--- src/rtl/maze_pellet_view.sv ---
// Pipelined tile-maze renderer with per-tile pellet state, an eat request/ack port and an init sweep.
// Optional macro POWER_PELLET_EN adds larger power pellets drawn in POWER_COLOR.
module maze_pellet_view #(
  parameter int                    ROWS         = 8,
  parameter int                    COLS         = 8,
  parameter int                    TILE_PX      = 60,
  parameter int                    PELLET_PX    = 8,
  parameter logic [ROWS*COLS-1:0]  PATH_MAP     = 64'h007E_4242_7E12_1E00,
  parameter logic [11:0]           WALL_COLOR   = 12'h8AF,
  parameter logic [11:0]           PATH_COLOR   = 12'h000,
  parameter logic [11:0]           PELLET_COLOR = 12'hFFF,
  parameter logic [ROWS*COLS-1:0]  POWER_MAP    = 64'h0040_0000_0000_0002,
  parameter logic [11:0]           POWER_COLOR  = 12'hFA0
) (
  input  logic                           clk,
  input  logic                           reset,
  input  logic                           pix_valid,
  input  logic [9:0]                     p_row,
  input  logic [9:0]                     p_col,
  output logic                           color_valid,
  output logic [11:0]                    color_data,
  input  logic                           eat_req,
  input  logic [9:0]                     eat_row,
  input  logic [9:0]                     eat_col,
  output logic                           eat_ack,
  output logic                           eat_hit,
  output logic                           eat_power,
  input  logic                           refill,
  output logic                           busy,
  output logic [$clog2(ROWS*COLS+1)-1:0] pellets_left,
  output logic                           all_eaten
);
  localparam int NT = ROWS * COLS;
  localparam int IW = (NT > 1) ? $clog2(NT) : 1;
  localparam int CW = $clog2(NT + 1);
  localparam int RW = (ROWS > 1) ? $clog2(ROWS) : 1;
  localparam int KW = (COLS > 1) ? $clog2(COLS) : 1;
  localparam logic [9:0]    TILE_W   = 10'(TILE_PX);
  localparam logic [9:0]    ROW_MAX  = 10'(ROWS - 1);
  localparam logic [9:0]    COL_MAX  = 10'(COLS - 1);
  localparam logic [9:0]    ROWS_W   = 10'(ROWS);
  localparam logic [9:0]    COLS_W   = 10'(COLS);
  localparam logic [IW-1:0] COLS_I   = IW'(COLS);
  localparam logic [IW-1:0] LAST_IDX = IW'(NT - 1);
  localparam logic [9:0]    PEL_LO   = 10'((TILE_PX - PELLET_PX) / 2);
  localparam logic [9:0]    PEL_HI   = 10'((TILE_PX - PELLET_PX) / 2 + PELLET_PX);
`ifdef POWER_PELLET_EN
  localparam logic [9:0]    PWR_LO   = 10'((TILE_PX - 2 * PELLET_PX) / 2);
  localparam logic [9:0]    PWR_HI   = 10'((TILE_PX - 2 * PELLET_PX) / 2 + 2 * PELLET_PX);
`endif

  typedef enum logic {ST_INIT = 1'b0, ST_IDLE = 1'b1} state_t;

  state_t          state_q, state_d;
  logic [IW-1:0]   idx_q, idx_d;
  logic [NT-1:0]   pellet_q, pellet_d;
  logic [CW-1:0]   count_q, count_d;
  logic            ack_q, ack_d, hit_q, hit_d, pow_q, pow_d;
  logic            s1_valid_q, s1_valid_d;
  logic [RW-1:0]   s1_row_q, s1_row_d;
  logic [KW-1:0]   s1_col_q, s1_col_d;
  logic [9:0]      s1_orow_q, s1_orow_d, s1_ocol_q, s1_ocol_d;
  logic            cv_q, cv_d;
  logic [11:0]     cd_q, cd_d;
  logic [9:0]      row_tile_s, col_tile_s;
  logic [IW-1:0]   pix_idx_s, eat_idx_s;
  logic            eat_in_range_s, in_small_s, pel_on_s;
`ifdef POWER_PELLET_EN
  logic            in_big_s;
`else
  logic            unused_power_s;
  assign unused_power_s = ^{POWER_MAP, POWER_COLOR};
`endif

  always_ff @(posedge clk) begin
    if (reset) state_q <= ST_INIT;
    else       state_q <= state_d;
  end

  always_comb begin
    state_d = state_q;
    case (state_q)
      ST_INIT: state_d = (!refill && idx_q == LAST_IDX) ? ST_IDLE : ST_INIT;
      ST_IDLE: state_d = refill ? ST_INIT : ST_IDLE;
      default: state_d = ST_INIT;
    endcase
  end

  always_comb begin
    busy      = (state_q == ST_INIT);
    all_eaten = (state_q == ST_IDLE) && (count_q == '0);
  end

  // Sweep, eat handling and stage-1 tile/offset split.
  always_comb begin
    idx_d          = idx_q;
    pellet_d       = pellet_q;
    count_d        = count_q;
    ack_d          = 1'b0;
    hit_d          = 1'b0;
    pow_d          = 1'b0;
    eat_in_range_s = (eat_row < ROWS_W) && (eat_col < COLS_W);
    eat_idx_s      = IW'(eat_row) * COLS_I + IW'(eat_col);
    if (refill) begin
      idx_d   = '0;
      count_d = '0;
    end else if (state_q == ST_INIT) begin
      pellet_d[idx_q] = PATH_MAP[idx_q];
      count_d         = count_q + CW'(PATH_MAP[idx_q]);
      idx_d           = (idx_q == LAST_IDX) ? '0 : idx_q + IW'(1);
    end else if (eat_req) begin
      ack_d = 1'b1;
      if (eat_in_range_s && pellet_q[eat_idx_s]) begin
        pellet_d[eat_idx_s] = 1'b0;
        count_d             = count_q - CW'(1);
        hit_d               = 1'b1;
`ifdef POWER_PELLET_EN
        pow_d               = POWER_MAP[eat_idx_s];
`endif
      end else begin
        hit_d = 1'b0;
      end
    end else begin
      ack_d = 1'b0;
    end

    row_tile_s = p_row / TILE_W;
    col_tile_s = p_col / TILE_W;
    if (row_tile_s > ROW_MAX) row_tile_s = ROW_MAX;
    else                      row_tile_s = row_tile_s;
    if (col_tile_s > COL_MAX) col_tile_s = COL_MAX;
    else                      col_tile_s = col_tile_s;
    s1_valid_d = pix_valid;
    s1_row_d   = row_tile_s[RW-1:0];
    s1_col_d   = col_tile_s[KW-1:0];
    s1_orow_d  = p_row - row_tile_s * TILE_W;
    s1_ocol_d  = p_col - col_tile_s * TILE_W;
  end

  // Stage 2 reads pellet_q, so an eat landing this cycle is not yet visible.
  always_comb begin
    pix_idx_s  = IW'(s1_row_q) * COLS_I + IW'(s1_col_q);
    in_small_s = (s1_orow_q >= PEL_LO) && (s1_orow_q < PEL_HI) &&
                 (s1_ocol_q >= PEL_LO) && (s1_ocol_q < PEL_HI);
    pel_on_s   = pellet_q[pix_idx_s] && (state_q == ST_IDLE);
`ifdef POWER_PELLET_EN
    in_big_s   = (s1_orow_q >= PWR_LO) && (s1_orow_q < PWR_HI) &&
                 (s1_ocol_q >= PWR_LO) && (s1_ocol_q < PWR_HI);
`endif
    cv_d = s1_valid_q;
    if (!PATH_MAP[pix_idx_s])                                       cd_d = WALL_COLOR;
`ifdef POWER_PELLET_EN
    else if (pel_on_s && POWER_MAP[pix_idx_s] && in_big_s)          cd_d = POWER_COLOR;
    else if (pel_on_s && !POWER_MAP[pix_idx_s] && in_small_s)       cd_d = PELLET_COLOR;
`else
    else if (pel_on_s && in_small_s)                                cd_d = PELLET_COLOR;
`endif
    else                                                            cd_d = PATH_COLOR;
  end

  always_ff @(posedge clk) begin
    if (reset) begin
      idx_q      <= '0;
      pellet_q   <= '0;
      count_q    <= '0;
      ack_q      <= 1'b0;
      hit_q      <= 1'b0;
      pow_q      <= 1'b0;
      s1_valid_q <= 1'b0;
      s1_row_q   <= '0;
      s1_col_q   <= '0;
      s1_orow_q  <= 10'd0;
      s1_ocol_q  <= 10'd0;
      cv_q       <= 1'b0;
      cd_q       <= 12'h000;
    end else begin
      idx_q      <= idx_d;
      pellet_q   <= pellet_d;
      count_q    <= count_d;
      ack_q      <= ack_d;
      hit_q      <= hit_d;
      pow_q      <= pow_d;
      s1_valid_q <= s1_valid_d;
      s1_row_q   <= s1_row_d;
      s1_col_q   <= s1_col_d;
      s1_orow_q  <= s1_orow_d;
      s1_ocol_q  <= s1_ocol_d;
      cv_q       <= cv_d;
      cd_q       <= cd_d;
    end
  end

  assign color_valid  = cv_q;
  assign color_data   = cd_q;
  assign eat_ack      = ack_q;
  assign eat_hit      = hit_q;
  assign eat_power    = pow_q;
  assign pellets_left = count_q;
endmodule

--- config.mk ---
export PLATFORM = sky130hd
export DESIGN_NAME = maze_pellet_view
export DESIGN_NICKNAME = d
export VERILOG_FILES = /design/src/rtl/maze_pellet_view.sv
export SDC_FILE = /design/constraint.sdc
export NUM_CORES = 1
export LEC_CHECK = 0
export CELL_PAD_IN_SITES_DETAIL_PLACEMENT = 1
export CELL_PAD_IN_SITES_GLOBAL_PLACEMENT = 1
export CORE_MARGIN = 4
export CORE_UTILIZATION = 46
export CTS_CLUSTER_SIZE = 10
export DETAILED_ROUTE_END_ITERATION = 10
export PLACE_DENSITY_LB_ADDON = 0.1
export SYNTH_ARGS = -nofsm -noshare
export SYNTH_HDL_FRONTEND = slang
export SYNTH_SLANG_ARGS = --single-unit
--- constraint.sdc ---
create_clock -name clk -period 5.6 [get_ports clk]
set_clock_uncertainty 0.05 [all_clocks]
set_input_delay 0.56 -clock clk [delete_from_list [all_inputs] [get_ports clk]]
set_output_delay 0.56 -clock clk [all_outputs]
set_load 0.02 [all_outputs]
# Yosys cells after proc, flatten, opt, wreduce, memory -nomap -nowiden
# Memory sizes are Yosys's and may differ from the RTL's. A register that Yosys moved wholly into a read port is not among the register bits.
# Cells that the tools add are included.
# word_totals
memories	2
rom_bits	128
output_inout_bits	25
ff_bits	120
input_bits	45
wordCells	97
# memory_table
name	depth	word_bits	rd	rd_clocked_by_memory_dff	wr	line_no	source
(name not given)	64	1	1	0	0	151	if (!PATH_MAP[pix_idx_s]) cd_d = WALL_COLOR;
(name not given)	64	1	1	1	0	109	count_d = count_q + CW'(PATH_MAP[idx_q]);
# op_classes
add_sub_neg	7
mul	2
n_eq_ne	3
n_mux	29
bitwise	6
n_div	2
n_reduce_logical	19
n_lt_le_gt_ge	13
# op_table
cell	count
two-way mux 64 bit	3
AND 64 bit	1
bitwise mux 64 bit	1
inverter 64 bit	1
two-way mux 12 bit	2
< comparator 6 x 7 -> 1 bit (second input constant)	3
two-way mux 7 bit	3
divider 10 x 6 -> 10 bit (second input constant)	2
greater-or-equal comparator 10 x 5 -> 1 bit (second input constant)	2
greater-than comparator 10 x 3 -> 1 bit (second input constant)	2
< comparator 10 x 4 -> 1 bit (second input constant)	2
< comparator 10 x 6 -> 1 bit (second input constant)	2
multiplier 10 x 4 -> 8 bit (second input constant)	2
two-way mux 10 bit	2
subtractor 10 bit	2
two-way mux 6 bit	3
binary-select mux 1 bit (select 6 bit)	2
demux 1 bit (select 6 bit)	2
greater-or-equal comparator 6 x 1 -> 1 bit (second input constant)	2
logical AND 1 bit	11
two-way mux 1 bit	10
adder 7 x 1 -> 7 bit	1
zero test 7 bit	1
subtractor 7 x 1 -> 7 bit (second input constant)	1
other kinds (14)	18

# Logic depth before layout (Yosys ltp)
# logic_depth
ltp_word	10
mapped_depth	21
depth_no_buf	20

# Least setup slack after synthesis
# Ideal clock, no wire load.
# synth_timing
path_type	input-to-reg
startpoint	input p_col[9]
endpoint	register s1_ocol_q[9]
path_buffers	1
cell_stages	19
required_ns	5.479
t_arrival_ns	4.686
path_slack_ns	0.793
setup_time_ns	0.071
path_cell_list	clkbuf_1 > maj3_1 > a22oi_1 > nand3_1 > o31a_1 > xnor2_1 > a311o_1 > fa_1 > fa_1 > inv_1 > fa_1 > inv_1 > a21o_1 > a21oi_1 > xor2_1 > ha_1 > a21o_1 > or3_1 > a21oi_1
# synth_via
elab_chain_len	5
# synth_rtl
element	line_no	source
from (decl)	19	input logic [9:0] p_col,
divider 10 x 6 -> 10 bit *	128	col_tile_s = p_col / TILE_W;
greater-than comparator 10 x 3 -> 1 bit	131	if (col_tile_s > COL_MAX) col_tile_s = COL_MAX;
two-way mux 10 bit *	131	
named net col_tile_s[0]	65	logic [9:0] row_tile_s, col_tile_s;
multiplier 10 x 4 -> 8 bit *	137	s1_ocol_d = p_col - col_tile_s * TILE_W;
subtractor 10 bit *	137	
to (signal assigned)	187	s1_ocol_q <= s1_ocol_d;
to (decl)	62	logic [9:0] s1_orow_q, s1_orow_d, s1_ocol_q, s1_ocol_d;
# The timed path passes the listed nets; every way through them passes the cells marked *.
# A chain may end at the register's enable or synchronous reset.

# Worst setup path in the final report
# Ends and elaborated chain as after synthesis.

==> reports/metrics.cfg <==
[floorplanning]
fp.dieH_um=151
core_um2=20200
io_pins=70
num_rows=52
die_area_um2=22800
fp.dieW_um=151
start_util=0.467

[routing]
drtIter0Drc=698
viasPerCell=6.42
dr_total_vias=9129
wl_per_cell_um=22.9
dr.pass1.iters=7
drc_errors=0
ant_nets=0
routed_wl_mm=32.5

[placement]
place_inst=1405
portBuffers=66
gp_congestion=0.864
place_hpwl_mm=21.3
place_ws_ns=0.129

[yosys]
synthCells=1133
ys_async_sr_fraction=0
synth_seq_cells=109
synthFlopType=dfxtp_1
synth_area_um2=9420
synth-edff-count=0
synth_cell_types=70
seq_area_frac_synth=0.232
ys_warn_count=0
syn_avg_cell_area_um2=8.32

[layout]
drive_above_1_share=0.116
antenna_cells=0
most-common-layout-cells=nand2_1, dfxtp_1, nor2_1
nets=1251
area.growth.synth_to_final_pct=13.0
layout_commonest_cell=nand2_1
layoutNonFillerInstCount=1421

[critical_path]
critical_path_class=input port to flip-flop
path_cells=clkdlybuf4s50_1 -> maj3_1 -> a22oi_1 -> nand3_1 -> o31a_1 -> xnor2_1 -> a311o_1 -> fa_1 -> fa_1 -> inv_1 -> fa_1 -> ha_1 -> a21boi_0 -> o21ai_0 -> a21oi_1 -> or3_1 -> a21oi_1
cp.required_ns=5.84
cp.arrival_ns=5.33
critPathSlowestCell=fa_1
ff2ff_setup_slack_ns=1.75
critical_path.most_common_cell=fa_1
start_kind=input port
max_stage_delay_ns=0.53
worstPathMaxFanout=4
cp-end-kind=flip-flop

[power]
power.density_nw_per_um2=229
p_int_mw=1.60
power_frac_clock=0.307
ir_worst_vdd_v=0.000183
sw_frac_of_total=0.343
p_seq_frac=0.354
pwr-share-comb=0.339
leakagePower_nw=3.80
p_switching_uw=837

[timing]
setup_viol=0
fmax_mhz=196
hold_violations=0
rsz0062_at_grt=no
whs_ns=0.405
relSlewSlack=0.210
fin_ws_ns=0.510
drv_slew=0
setup_tns_ns=0
period_minus_slack_ns=5.09
worst_pin_slew_ns=1.18
fin_crit_sh=0.909

[global_route]
grt_pass1_wl_mm=51.2
grt_pass1_vias=9203
grt_max_degree=81
antenna_found_initial=0
grt_usage=0.288
grt_overflow_total=0

[worst_hold_path]
hold_class=flip-flop to flip-flop

[clocking]
hold_buffers=0
cts_resized=0
clockBufferDepth=2
cts_buffers=9
clk_latency_ns=0.37
cts_tree=yes
cts_setup_buffers=0
cts_sinks=109
htreeDepth=3
clockRootBuffer=clkbuf_16
cts.reportedPaths.clkPinSlew_ns=0.07

[job]
cap_viol_max_count=0

[outcome]
status=completed

flip-flops by register name, summed over array words and instances, names as in the netlist, 2 cells and up, named ones only:
register	cells
s1_ocol_q	9
pellet_q	64
s1_col_q	3
s1_row_q	3
s1_orow_q	9
pellets_left	7
color_data	2
idx_q	6
cells by family after synthesis:
| kind of cell | synth area share |
|---|---|
| AND/OR/NAND/NOR | 0.187 |
| AO/OA/AOI/OAI | 0.248 |
| buffers and inverters | 0.0766 |
| flip-flops | 0.232 |
| multiplexers | 0.125 |
| adder cells (fa/ha/maj) | 0.0982 |
| XOR/XNOR | 0.0319 |
| other | 0.000797 |
final timing paths:
check,start,endpoint,cells after the start
worst min register to register,cv_d,color_valid,1
worst max-delay path,p_col[9],s1_ocol_q[9],17
worst min-delay path,cv_d,color_valid,1
worst max register to register,state_q,pellets_left[6],11
through the flow:
stage | instance area [um2] | util | total power [mW]
after floorplan | 9490 | - | 1.49
after global placement | 10300 | 0.511 | 1.68
after detailed placement | 10300 | 0.511 | 1.71
after CTS | 10600 | 0.528 | 2.46
after global routing | 10600 | 0.528 | 2.60
final | 10600 | 0.528 | 2.44
area by class of cell:
class	instances	area, um2
repair buffers	100	926
multi-input cells	874	6670
inverters	52	195
clock buffers	10	239
clock inverters	6	92.6
well taps	270	338
fillers	2426	9520
flip-flops and latches	109	2180
cell usage after synthesis (13+ instances only):
cell type,number,area share
a211oi_1,30,0.024
nor2_1,85,0.034
inv_1,50,0.020
a21oi_1,33,0.018
nor3_1,20,0.011
o21ai_0,62,0.033
nand2_1,119,0.047
clkbuf_1,73,0.029
nand3_1,17,0.0090
ha_1,42,0.056
mux2_2,26,0.031
and3_1,15,0.010
xnor2_1,19,0.018
a32oi_1,64,0.059
a22oi_1,37,0.029
dfxtp_1,109,0.23
a221oi_1,26,0.024
nor2b_1,53,0.035
buf_2,13,0.0069
mux4_2,29,0.069
fa_1,18,0.038
buf_1,13,0.0052
layer usage:
layer | vias to the layer above | GRT usage | routed length [um]
met1 | 4512 | 0.368 | 13300
met4 | 0 | 0.103 | 1020
met2 | 374 | 0.489 | 15700
met3 | 68 | 0.0503 | 2440
met5 | - | 0 | 0
li1 | 4175 | - | -
worst max-delay path, delay by kind of cell:
kind                     cells  cell delay, ns
AO/OA/AOI/OAI                7            1.41
XOR/XNOR                     1            0.13
adder cells (fa/ha/maj)      5            2.17
buffers and inverters        2            0.57
AND/OR/NAND/NOR              2            0.48
power by group through the flow:
stage	Combinational, mW	Clock [mW]	Sequential (mW)
after floorplan	0.629	0	0.858
after global placement	0.804	0	0.880
after detailed placement	0.827	0	0.882
after CTS	0.835	0.759	0.864
after global routing	0.942	0.792	0.870
final	0.827	0.750	0.864
No activity file was read; power rests on OpenSTA's default activity.
